**src/rtl/ad9866_pkg.sv**
```systemverilog
// Shared types and helpers for the AD9866 RX gain path.
// Gain arithmetic is done one bit wider so steps saturate instead of wrapping.
package ad9866_pkg;

   localparam logic [5:0] CMD_ADDR_RXGAIN = 6'h0a;

   typedef logic [5:0] gain_t;

   typedef enum logic [1:0] {
      LOAD    = 2'd0,
      MEASURE = 2'd1,
      EVAL    = 2'd2,
      REQ     = 2'd3
   } agc_state_t;

   function automatic gain_t gain_sub_sat(gain_t g, gain_t step, gain_t floor_g);
      logic signed [6:0] diff;
      diff = $signed({1'b0, g}) - $signed({1'b0, step});
      if (diff < $signed({1'b0, floor_g})) return floor_g;
      return diff[5:0];
   endfunction

   function automatic gain_t gain_add_sat(gain_t g, gain_t ceil_g);
      logic [6:0] sum;
      sum = {1'b0, g} + 7'd1;
      if (sum > {1'b0, ceil_g}) return ceil_g;
      return sum[5:0];
   endfunction

endpackage

```
**src/rtl/ad9866_rx_agc.sv**
```systemverilog
// AD9866 RX automatic gain control: windowed clip/good-level evaluation with
// attack/hold-release stepping, written back through the ad9866 command port.
//
// state   | meaning
// --------+------------------------------------------------------------
// LOAD    | copy host_gain into gain after reset, then request it
// MEASURE | count window cycles, track host_gain / ceiling, honour tx_en
// EVAL    | one-cycle decision on the sticky flags at window end
// REQ     | hold cmd_rqst with stable cmd_data until cmd_ack
module ad9866_rx_agc
   import ad9866_pkg::*;
#(
   parameter int WIN_W        = 16,
   parameter int HOLD_WINDOWS = 8,
   parameter int ATTACK_STEP  = 6,
   parameter int GAIN_MIN     = 0
) (
   input  logic        clk,
   input  logic        rst,
   input  logic        agc_en,
   input  logic [5:0]  host_gain,
   input  logic        tx_en,
   input  logic        rxclip,
   input  logic        rxgoodlvl,
   output logic        rxclrstatus,
   output logic [5:0]  cmd_addr,
   output logic [31:0] cmd_data,
   output logic        cmd_rqst,
   input  logic        cmd_ack,
   output logic [5:0]  gain
);

   localparam int                 HOLD_W    = $clog2(HOLD_WINDOWS + 1);
   localparam logic [HOLD_W-1:0]  HOLD_LAST = HOLD_W'(HOLD_WINDOWS);
   localparam gain_t              STEP      = gain_t'(ATTACK_STEP);
   localparam gain_t              GMIN      = gain_t'(GAIN_MIN);

   agc_state_t          state, state_n;
   gain_t               gain_n;
   logic [WIN_W-1:0]    win_cnt, win_cnt_n;
   logic [HOLD_W-1:0]   hold_cnt, hold_cnt_n, hold_inc;
   logic                clr_n;
   logic                tx_en_d;

   assign cmd_addr = CMD_ADDR_RXGAIN;

   always_ff @(posedge clk) begin
      if (rst) begin
         state       <= LOAD;
         gain        <= '0;
         win_cnt     <= '0;
         hold_cnt    <= '0;
         cmd_rqst    <= 1'b0;
         cmd_data    <= '0;
         rxclrstatus <= 1'b0;
         tx_en_d     <= 1'b0;
      end else begin
         state       <= state_n;
         gain        <= gain_n;
         win_cnt     <= win_cnt_n;
         hold_cnt    <= hold_cnt_n;
         rxclrstatus <= clr_n;
         tx_en_d     <= tx_en;
         cmd_rqst    <= (state_n == REQ);
         // latch the command word once on entry so it stays stable during the request
         if (state_n == REQ && state != REQ)
            cmd_data <= {25'd0, 1'b1, gain_n};
      end
   end

   always_comb begin
      state_n    = state;
      gain_n     = gain;
      win_cnt_n  = win_cnt;
      hold_cnt_n = hold_cnt;
      clr_n      = 1'b0;
      hold_inc   = hold_cnt + 1'b1;
      case (state)
         LOAD: begin
            gain_n  = host_gain;
            state_n = REQ;
         end
         MEASURE: begin
            if (!agc_en && host_gain != gain) begin
               gain_n  = host_gain;
               state_n = REQ;
            end else if (agc_en && host_gain < gain) begin
               gain_n     = host_gain;
               hold_cnt_n = '0;
               state_n    = REQ;
            end else if (tx_en_d && !tx_en) begin
               // drop whatever the flags caught while transmitting
               win_cnt_n = '0;
               clr_n     = 1'b1;
            end else if (!tx_en) begin
               win_cnt_n = win_cnt + 1'b1;
               if (agc_en && (&win_cnt))
                  state_n = EVAL;
            end
         end
         EVAL: begin
            if (rxclip) begin
               gain_n     = gain_sub_sat(gain, STEP, GMIN);
               hold_cnt_n = '0;
            end else if (rxgoodlvl) begin
               hold_cnt_n = '0;
            end else if (hold_inc == HOLD_LAST) begin
               gain_n     = gain_add_sat(gain, host_gain);
               hold_cnt_n = '0;
            end else begin
               hold_cnt_n = hold_inc;
            end
            if (gain_n != gain) begin
               state_n = REQ;
            end else begin
               state_n   = MEASURE;
               clr_n     = 1'b1;
               win_cnt_n = '0;
            end
         end
         REQ: begin
            if (cmd_ack) begin
               state_n   = MEASURE;
               clr_n     = 1'b1;
               win_cnt_n = '0;
            end
         end
         default: state_n = LOAD;
      endcase
   end

endmodule

```
**config.mk**
```make
export PLATFORM = sky130hd
export DESIGN_NAME = ad9866_rx_agc
export DESIGN_NICKNAME = d
export VERILOG_FILES = /design/src/rtl/ad9866_pkg.sv /design/src/rtl/ad9866_rx_agc.sv
export SDC_FILE = /design/constraint.sdc
export NUM_CORES = 1
export LEC_CHECK = 0
export BUFFER_PORTS_ARGS = -buffer_cell sky130_fd_sc_hd__buf_2
export CAP_MARGIN = 30
export CORE_MARGIN = 5
export CORE_UTILIZATION = 50
export CTS_BUF_LIST = sky130_fd_sc_hd__clkbuf_2 sky130_fd_sc_hd__clkbuf_4 sky130_fd_sc_hd__clkbuf_8
export DETAILED_ROUTE_END_ITERATION = 16
export PLACE_DENSITY = 0.73
export SETUP_SLACK_MARGIN = 0.5
export SLEW_MARGIN = 15
export SYNTH_ARGS = -nofsm -noshare
export SYNTH_HDL_FRONTEND = slang
export SYNTH_SLANG_ARGS = --single-unit
```
**constraint.sdc**
```tcl
create_clock -name clk -period 5.2 [get_ports clk]
set_clock_uncertainty 0.1 [all_clocks]
set_input_delay 0.26 -clock clk [delete_from_list [all_inputs] [get_ports clk]]
set_output_delay 0.26 -clock clk [all_outputs]
set_load 0.05 [all_outputs]
```
After elaboration in Yosys (flattened, before gate mapping)
Cells that the tools add are included.
{ "word_totals": {"input_bits": 13, "elab_cells": 88, "output_inout_bits": 46, "regBits": 38} }
{ "classes": {"eq_ne": 14, "reduce_logical": 13, "addsub": 4, "n_mux": 46, "n_lt_le_gt_ge": 3} }
{ "ops": {"columns": ["cell", "n"], "rows": [
  ["$mux 16", 6],
  ["$mux 6", 10],
  ["$pmux 16 s3", 1],
  ["$mux 4", 5],
  ["$pmux 6 s3", 1],
  ["$add 16x1->16 const B", 1],
  ["$reduce_and 16->1", 1],
  ["$mux 2", 7],
  ["$mux 1", 13],
  ["$ne 2x2->1 const B", 6],
  ["$ne 6x6->1", 2],
  ["$pmux 2 s4", 1],
  ["$pmux 4 s2", 1],
  ["$add 6x1->7 const B", 1],
  ["$gt 7x6->1", 1],
  ["$lt 7x1->1 const B", 1],
  ["$sub 6x3->7 const B", 1],
  ["$eq 2x2->1 const B", 3],
  ["$lt 6x6->1", 1],
  ["$reduce_and 6->1", 1],
  ["$logic_and 1x1->1", 5],
  ["$add 4x1->4 const B", 1],
  ["$eq 4x4->1 const B", 1],
  ["$ne 3x3->1 const B", 1],
  ["7 further kinds", 8]
]} }

Logic depth before layout (Yosys ltp)
Gate-level depths: netlist (run 1).
{ "logic_depth": {"ltp_word": 17, "mapped_depth": 15, "mapped_depth_nobuf": 12} }

Worst setup path after synthesis (run 1)
OpenSTA, ideal clock, no wires.
{ "synth_path": {"kind": "reg-to-reg", "from": "reg gain[0]", "to": "reg cmd_data[0]", "stages_incl_launch_ff": 14, "synth_period_minus_slack_ns": 3.696, "setup_slack_ns": 1.504, "required_ns": 4.979, "setup_time_ns": 0.121, "arrival_ns": 3.474, "n_path_buf": 1, "cell_sequence": "dfxtp_1 ha_1 nand3_1 xnor2_1 ha_1 a21o_1 a21oi_1 a31oi_2 and2_4 o41ai_4 o211ai_2 and2_4 buf_6 mux2_4"} }
{ "synth_between": {"elab_chain_cells": 17, "elab_cells_between_ends": 32, "cone_classes": "add/sub (2); order compare (3); eq/ne (3); mux (21); reduce/logical (3)"} }
{ "synth_lines": {"columns": ["element", "line", "text"], "rows": [
  ["from (decl)", "ad9866_rx_agc.sv:30", "output logic [5:0] gain"],
  ["from (signal assigned)", "ad9866_rx_agc.sv:59", "gain <= gain_n;"],
  ["$add 6x1->7", "ad9866_pkg.sv:25", "sum = {1'b0, g} + 7'd1;"],
  ["$gt 7x6->1", "ad9866_pkg.sv:26", "if (sum > {1'b0, ceil_g}) return ceil_g;"],
  ["$mux 1", "ad9866_pkg.sv:26", null],
  ["$mux 1", "ad9866_rx_agc.sv:107", "end else if (hold_inc == HOLD_LAST) begin"],
  ["$mux 1", "ad9866_rx_agc.sv:105", "end else if (rxgoodlvl) begin"],
  ["$mux 1", "ad9866_rx_agc.sv:102", "if (rxclip) begin"],
  ["$mux 1", "ad9866_rx_agc.sv:78", "case (state)"],
  ["$mux 6", "ad9866_pkg.sv:27", "return sum[5:0];"],
  ["$mux 6", "ad9866_rx_agc.sv:107", null],
  ["$mux 6", "ad9866_rx_agc.sv:105", null],
  ["$mux 6", "ad9866_rx_agc.sv:102", null],
  ["$mux 6", "ad9866_rx_agc.sv:78", null],
  ["$ne 6x6->1", "ad9866_rx_agc.sv:113", "if (gain_n != gain) begin"],
  ["$mux 2", "ad9866_rx_agc.sv:113", null],
  ["$pmux 2 s4", "ad9866_rx_agc.sv:78", null],
  ["$eq 2x2->1", "ad9866_rx_agc.sv:66", "if (state_n == REQ && state != REQ)"],
  ["$logic_and 1x1->1", "ad9866_rx_agc.sv:66", null],
  ["to (signal assigned)", "ad9866_rx_agc.sv:67", "cmd_data <= {25'd0, 1'b1, gain_n};"],
  ["to (decl)", "ad9866_rx_agc.sv:27", "output logic [31:0] cmd_data,"]
]} }
Parallel ways exist; a longest one is shown, timed or not. The select of a mux whose other input is x is not followed.
A chain may end at the register's enable or synchronous reset.

Worst setup path in the final report (run 1)
{ "layout_path": {"from": "reg gain[1]", "to": "reg win_cnt[10]"} }
{ "layout_between": {"elab_chain_cells": 15, "elab_cells_between_ends": 27, "cone_classes": "add/sub (2); order compare (3); eq/ne (5); mux (14); reduce/logical (3)"} }
{ "layout_lines": {"columns": ["element", "line", "text"], "rows": [
  ["$add 6x1->7", "ad9866_pkg.sv:25", null],
  ["$gt 7x6->1", "ad9866_pkg.sv:26", null],
  ["$mux 1", "ad9866_pkg.sv:26", null],
  ["$mux 1", "ad9866_rx_agc.sv:107", null],
  ["$mux 1", "ad9866_rx_agc.sv:105", null],
  ["$mux 1", "ad9866_rx_agc.sv:102", null],
  ["$mux 1", "ad9866_rx_agc.sv:78", null],
  ["$mux 6", "ad9866_pkg.sv:27", null],
  ["$mux 6", "ad9866_rx_agc.sv:107", null],
  ["$mux 6", "ad9866_rx_agc.sv:105", null],
  ["$mux 6", "ad9866_rx_agc.sv:102", null],
  ["$mux 6", "ad9866_rx_agc.sv:78", null],
  ["$ne 6x6->1", "ad9866_rx_agc.sv:113", null],
  ["$ne 2x2->1 (no line)", null, null],
  ["$reduce_and 6->1 (no line) (*)", null, null],
  ["to (signal assigned)", "ad9866_rx_agc.sv:60", "win_cnt <= win_cnt_n;"],
  ["to (decl)", "ad9866_rx_agc.sv:40", "logic [WIN_W-1:0] win_cnt, win_cnt_n;"]
]} }
Mark *: on every way between the ends. The rest lies on a longest branch, timed or not. The select of a mux whose other input is x is not followed.

==> results of run 1 <==
## Yosys cell counts, types with 2 or more instances
master,n
dfxtp_1,38
buf_4,33
a21oi_1,32
nor2_1,30
nand2_1,29
ha_1,17
nand3_1,16
o21ai_0,14
inv_1,13
nor3_1,13
a21o_1,10
a311oi_1,10
clkbuf_1,10
nor2b_1,10
nand2b_1,8
a31oi_1,7
and2_1,6
mux2_4,6
and3_1,5
nand4_1,5
or3_1,5
xor2_1,5
a211oi_1,3
buf_6,3
mux2i_1,3
nand3b_1,3
nor3b_1,3
o211ai_1,3
xnor2_1,3
a211o_1,2
a211oi_2,2
a221oi_1,2
a22oi_1,2
and2_4,2
conb_1,2
o211a_1,2
o21bai_1,2
o31a_1,2
o31ai_1,2
or4_1,2
## state kept, by name (all words and copies together) (netlist names)
register / count
tx_en_d: 1
win_cnt: 16
hold_cnt: 4
state: 2
cmd_data: 7
rxclrstatus: 1
cmd_rqst: 1
gain: 6
## worst max-delay path by stage
stage	from	end	slack (ns)
final	gain[1]$_SDFF_PP0_	win_cnt[10]$_SDFFE_PP0P_	1.07
after global routing	gain[2]$_SDFF_PP0_	win_cnt[10]$_SDFFE_PP0P_	0.78
after CTS	gain[2]$_SDFF_PP0_	win_cnt[10]$_SDFFE_PP0P_	1.11
after detailed placement	gain[2]$_SDFF_PP0_	win_cnt[10]$_SDFFE_PP0P_	1.12
after global placement	gain[2]$_SDFF_PP0_	cmd_data[1]$_SDFFE_PP0P_	1.25
after floorplan	gain[0]$_SDFF_PP0_	cmd_data[0]$_SDFFE_PP0P_	1.50
## worst register-to-register path: cells and delay by family, from the launching register on
family	cells	cell delay, ns
AND/OR/NAND/NOR	4	0.67
flip-flops	1	0.60
XOR/XNOR	1	0.17
adder cells (fa/ha/maj)	2	0.67
AO/OA/AOI/OAI	5	1.84
## area by class of cell
class / instances / area share, %
inverters: 13 / 1.51
flip-flops and latches: 38 / 23.5
repair buffers: 27 / 4.17
clock buffers: 5 / 2.12
well taps: 75 / 2.90
clock inverters: 3 / 2.12
multi-input cells: 317 / 63.7
## cell usage in the layout, fill, tap and decap left out, drive strengths merged, types with 5 or more instances in the layout
master / count
ha: 17
conb: 31
nand4: 5
nand2b: 8
nand2: 30
clkbuf: 5
buf: 27
xor2: 5
dfxtp: 38
nand3: 17
a31oi: 8
mux2: 6
or3: 5
o21ai: 15
a211oi: 5
a21oi: 32
inv: 13
o211ai: 5
a311oi: 10
nor2: 30
and3: 6
nor3: 13
a21o: 10
nor2b: 10
and2: 8
## power groups by stage
stage	combinational (uW)	clock (uW)	sequential (uW)
after global routing	331	329	336
after detailed placement	304	0	340
after CTS	306	316	333
final	307	312	334
after global placement	304	0	339
after floorplan	238	0	374
## per-layer routing
layer | part of all wire, % | wire length (microns)
met1 | 43 | 3170
met2 | 48 | 3550
met3 | 7.1 | 525
met4 | 1.9 | 141
met5 | 0 | 0
## metrics by stage
stage | instance area, sq um | power, uW | cells | utilization (%) | setup slack (ns)
floorplan | 3200 | 612 | 416 | - | 1.50
global placement | 3100 | 642 | 470 | 52.1 | 1.25
detailed placement | 3100 | 644 | 470 | 52.1 | 1.12
CTS | 3240 | 955 | 478 | 54.4 | 1.11
global route | 3240 | 996 | 478 | 54.4 | 0.782
finish | 3240 | 953 | 478 | 54.4 | 1.07
## cell families after synthesis
logic type                 count (synthesis)
AOI/OAI and AO/OA                        108
xor gates and xnor gates                   8
adders and majority gates                 17
buffers and inverters                     61
DFF                                       38
muxes                                      9
other                                      2
and+or+nand+nor                          144
==> metrics, run 1 <==
NetSw 363 uW; ys flop type dfxtp_1; CP arrival 4.24 ns; share of cells above drive strength 1 13.4%; Area contributors post-synth dfxtp_1 (25%), buf_4 (8.0%), ha_1 (6.9%), a21oi_1 (5.2%), nor2_1 (3.6%); # diodes 0; Ports 59; worst-margin pin slew 0.860 ns; area used by multi-input combinational logic 2060 sq um; Crit Path Max Fanout 14; port bufs 27; register area 761 sq um; Clock Sinks 38; Nets 432; H-tree Lvls 2; Starting DRT DRC Count 155; CTS tree done; CTS Hold Bufs 0; GRT Overall Usage 18.5%; hold path depth 2; remaining routing DRC violations 0; slowest stage cell, crit path dfxtp_1; clk_lat worst skew 0.30 ns; first-pass GRT wire length 11,500 microns; flop-to-flop setup slack 1.07 ns; Row Count 28; Hold Path Class primary input to register; grt met1 use 22.4%; synthesis-to-finish area growth 4.77%; met3 usage 4.28%; vias in the first global route 2,517; Post-synth EDFFs 0; Die ar. 7860 sq um; Final Hold Vio Count 0; Yosys top cell area share 24.6%; status complete, no violations; clock network power share 32.8%; Placeable Area 5960 sq um; Worst Path Required 5.30 ns; mux cell area share after synthesis 3.88%; Synth Area in Compound Gates 25.2%; reg2reg end win_cnt[10]$_SDFFE_PP0P_; largest net degree at the start of global routing 40; total gr overflow 0; async set-reset flop share out of synthesis 0%; drt pass-1 iters 7; leakage 0.00137 uW; main combinational cell family by area after synthesis compound AO/OA/AOI/OAI gates; unrepaired setup endpoints after global routing false; post-DP HPWL 5450 microns; Vias/cell 5.89; Hold EP tx_en_d$_SDFF_PP0_; fin. max-slew vios 0; Total Wirelength 7380 microns; antenna violations before repair 0; Via Count 2,815; Hold Crit Start tx_en; die width 88.7 microns; FF+latch count, synth 38; area share of and/or/nand/nor cells after synthesis 24.8%; CTS clk-pin slew, worst paths 0.09 ns; max cap viols 0; max incr delay on CP 0.60 ns; die height 88.7 microns; XOR/XNOR Fraction of Synth Area 2.27%; busiest metal layer after global routing met2; Starting Density 51.9%; Startpoint Class register; reg2reg path depth 12; CP endpoint kind register; GP Congestion 0.938; sw frac 38.1%; logic gate share of total power 32.2%; kind of critical path register to register; met2 Use GR 31.2%; Hold WS 0.113 ns; slew margin rel. 42.7%; CTS max path bufs 2; Post-DRT Antenna Nets 0; drt wl/cell 15.4 microns; total CTS buffers 5; crit-path cells ha_1, nand3_1, xnor2_1, ha_1, nand3_1, a21o_1, a31oi_2, nor2_1, o31a_1, o211ai_4, nand2_4, a311oi_1; Final TNS setup 0 ns; Stages on worst setup path 12; VDD IR-drop max 0.174 mV; Gate Count Post-Synth 387; leading area contributor after synthesis dfxtp_1; sequential share of power 35.0%; CP delay by family, top compound AO/OA/AOI/OAI gates; WP buf/inv 0; Pint 590 uW; Final setup viols 0; final period utilization 79.5%; Seq/Total Area, Yosys 24.6%; post-CTS setup buffers 0; Yosys warning count 0; clock root cell clkbuf_8; post-synth cell types 62; cells resized by post-CTS repair 0; post-layout min period 4.13 ns; worst flop-to-flop path startpoint gain[1]$_SDFF_PP0_; cell area after synthesis 3090 sq um; syn_area_per_cell 7.99 sq um; fill count 585; PwrDens 294 nW/um^2; Post-Synth Adder-Cell Area 6.88%; Highest Clock Rate 242 MHz
Power figures use the tool's default switching activity.
==> inputs of run 2 (changes only) <==
--- a/config.mk
+++ b/config.mk
@@ -11,7 +11,7 @@
 export CORE_UTILIZATION = 50
 export CTS_BUF_LIST = sky130_fd_sc_hd__clkbuf_2 sky130_fd_sc_hd__clkbuf_4 sky130_fd_sc_hd__clkbuf_8
 export DETAILED_ROUTE_END_ITERATION = 16
-export PLACE_DENSITY = 0.73
+export PLACE_DENSITY = 0.76
 export SETUP_SLACK_MARGIN = 0.5
 export SLEW_MARGIN = 15
 export SYNTH_ARGS = -nofsm -noshare
==> constraint.sdc (replaced) <==
create_clock -name clk -period 3.58 [get_ports clk]
set_clock_uncertainty 0.1 [all_clocks]
set_input_delay 0.179 -clock clk [delete_from_list [all_inputs] [get_ports clk]]
set_output_delay 0.179 -clock clk [all_outputs]
set_load 0.05 [all_outputs]
==> run 2 against run 1 <==
  * Hold slack got worse by 0.067 ns
  * Combinational power increased by 82%
  * Via count increased by 8.5%
  * Clock power increased by 45%
  * Power increased by 56%
  * Core utilization increased by 6.1 points
  * Cell count increased by 5.6%
  * Wire length increased by 18%
  * Global-route usage increased by 3.2 points
  * Non-clock buffer count increased by 27
  * Sequential share of layout area decreased by 1.8 points
  * Critical path type unchanged
==> metrics, run 2 (synthesis results as in run 1) <==
port bufs 27 (unchanged); remaining routing DRC violations 0 (unchanged); kind of critical path register to register; GRT Overall Usage 21.8% (+3.2 points); largest net degree at the start of global routing 40 (unchanged); worst-margin pin slew 0.889 ns (+0.0296 ns); Ports 59 (unchanged); CP most frequent cell and2_4; Non-Filler Instances 505 (+5.6%); Final setup viols 0 (unchanged); Clock Sinks 38 (unchanged); share of cells above drive strength 1 24.2% (+11 points); status complete, no violations; hold path depth 2 (unchanged); WP buf/inv 0 (unchanged); Startpoint Class register; clk_lat worst skew 0.30 ns (about the same); Row Count 28 (unchanged); max incr delay on CP 0.40 ns (-0.20 ns); Final Hold Vio Count 0 (unchanged); unrepaired setup endpoints after global routing true; drt pass-1 iters 8 (+1); slowest stage cell, crit path dfxtp_4; Worst Path Required 3.66 ns (-1.64 ns); drt wl/cell 17.3 microns (+12%); # diodes 0 (unchanged); commonest non-fill, non-tap cell in the layout dfxtp_1; Post-DRT Antenna Nets 0 (unchanged); PwrDens 412 nW/um^2 (+40%); fin. max-slew vios 0 (unchanged); Nets 459 (+6.3%); CTS clk-pin slew, worst paths 0.09 ns (about the same); total CTS buffers 5 (unchanged); cell count after placement 474 (+0.85%); slew margin rel. 40.7% (-2.0 points); reg2reg path depth 12 (unchanged); Crit Path Max Fanout 6 (-8); largest registers win_cnt (16), cmd_data (7), gain (6); H-tree Lvls 2 (unchanged); Placeable Area 5960 sq um (unchanged); CP arrival 3.23 ns (-1.01 ns); CP endpoint kind register; synthesis-to-finish area growth 16.5%; leakage 0.00154 uW (+12%); max reg flops 16 (unchanged); Final TNS setup 0 ns (unchanged); total gr overflow 0 (unchanged); GP Congestion 0.926 (-1.3%); Top reg by flops win_cnt; die width 88.7 microns (unchanged); Die ar. 7860 sq um (unchanged); most frequent cells in the layout dfxtp_1 (32), conb_1 (31), nand2_1 (29), a21oi_1 (29); VDD IR-drop max 0.267 mV (+54%); Starting DRT DRC Count 211 (+36%); Stages on worst setup path 12 (unchanged); die height 88.7 microns (unchanged); max cap viols 0 (unchanged); Starting Density 51.9% (unchanged); crit-path cells ha_4, nand3_4, xnor2_2, ha_1, a21o_1, a21oi_2, a31oi_4, and2_4, o31a_1, o211ai_2, and2_4, mux2_4; post-layout min period 3.15 ns (-0.985 ns); Highest Clock Rate 318 MHz (+31%); Hold Path Class primary input to register; first-pass GRT wire length 13,500 microns (+17%); Via Count 3,053 (+8.5%); Hold WS 0.0460 ns (-0.0672 ns); post-DP HPWL 5740 microns (+5.3%); Vias/cell 6.05 (+2.7%); final period utilization 88.0% (+8.5 points); CTS Hold Bufs 0 (unchanged); antenna violations before repair 0 (unchanged); CP delay by family, top compound AO/OA/AOI/OAI gates; vias in the first global route 2,806 (+11%); CTS max path bufs 2 (unchanged); clock root cell clkbuf_8; CTS tree done; Total Wirelength 8750 microns (+18%)
==> run 2: cell count changes in the layout (fill, tap and decap cells not counted), sizes merged <==
cell / previous run / this run
buf: 27 / 54
==> run 2: power by group <==
part           total, uW  switching, uW  leakage (uW)  internal, uW
clock                451            171     0.0000683           280
combinational        560            373       0.00116           187
sequential           473           25.0      0.000314           448
total               1480            569       0.00154           914
==> run 2: area by class of cell <==
class                   instances  area [sq um]
multi-input cells             317          2190
flip-flops and latches         38           781
fillers                       523          2350
clock inverters                 3          68.8
inverters                      13          48.8
clock buffers                   5          68.8
repair buffers                 54           349
well taps                      75          93.8
==> run 2: worst register-to-register path, stage by stage, from the launching register on <==
cell	delay [ns]
dfxtp_4	0.40
ha_4	0.17
nand3_4	0.08
xnor2_2	0.20
ha_1	0.29
a21o_1	0.19
a21oi_2	0.18
a31oi_4	0.14
and2_4	0.19
o31a_1	0.34
o211ai_2	0.20
and2_4	0.25
mux2_4	0.31
==> run 2: worst paths after layout <==
check | start | end | slack [ns]
setup / recovery | gain[1]$_SDFF_PP0_ | cmd_data[2]$_SDFFE_PP0P_ | 0.43
hold / removal | tx_en | tx_en_d$_SDFF_PP0_ | 0.05
setup reg to reg | gain[1]$_SDFF_PP0_ | cmd_data[2]$_SDFFE_PP0P_ | 0.43
hold reg to reg | win_cnt[1]$_SDFFE_PP0P_ | win_cnt[1]$_SDFFE_PP0P_ | 0.40
==> run 2: what timing repair did <==
action	4_1_cts	5_1_grt
gates cloned	0	0
pin swaps	13	8
resized for setup	7	15
buffers inserted	20	3
endpoints found under the setup margin	26	27
==> run 2: metal layers <==
layer / wire length [microns] / GRT usage (%) / share of wire, % / vias up
li1: - / - / - / 1429
met4: 330 / 10.9 / 3.8 / 0
met2: 4430 / 37.2 / 51 / 157
met1: 3420 / 25.9 / 39 / 1433
met5: 0 / 0 / 0 / -
met3: 565 / 4.19 / 6.5 / 34
==> run 2: through the flow <==
step | worst slack, ns | cell area, sq um | util [%] | total power (uW)
after floorplan | 0.412 | 3270 | - | 901
after global placement | 0.301 | 3190 | 53.6 | 953
after detailed placement | 0.166 | 3190 | 53.6 | 962
after CTS | 0.503 | 3530 | 59.2 | 1460
after global routing | 0.326 | 3600 | 60.5 | 1550
final | 0.431 | 3600 | 60.5 | 1480
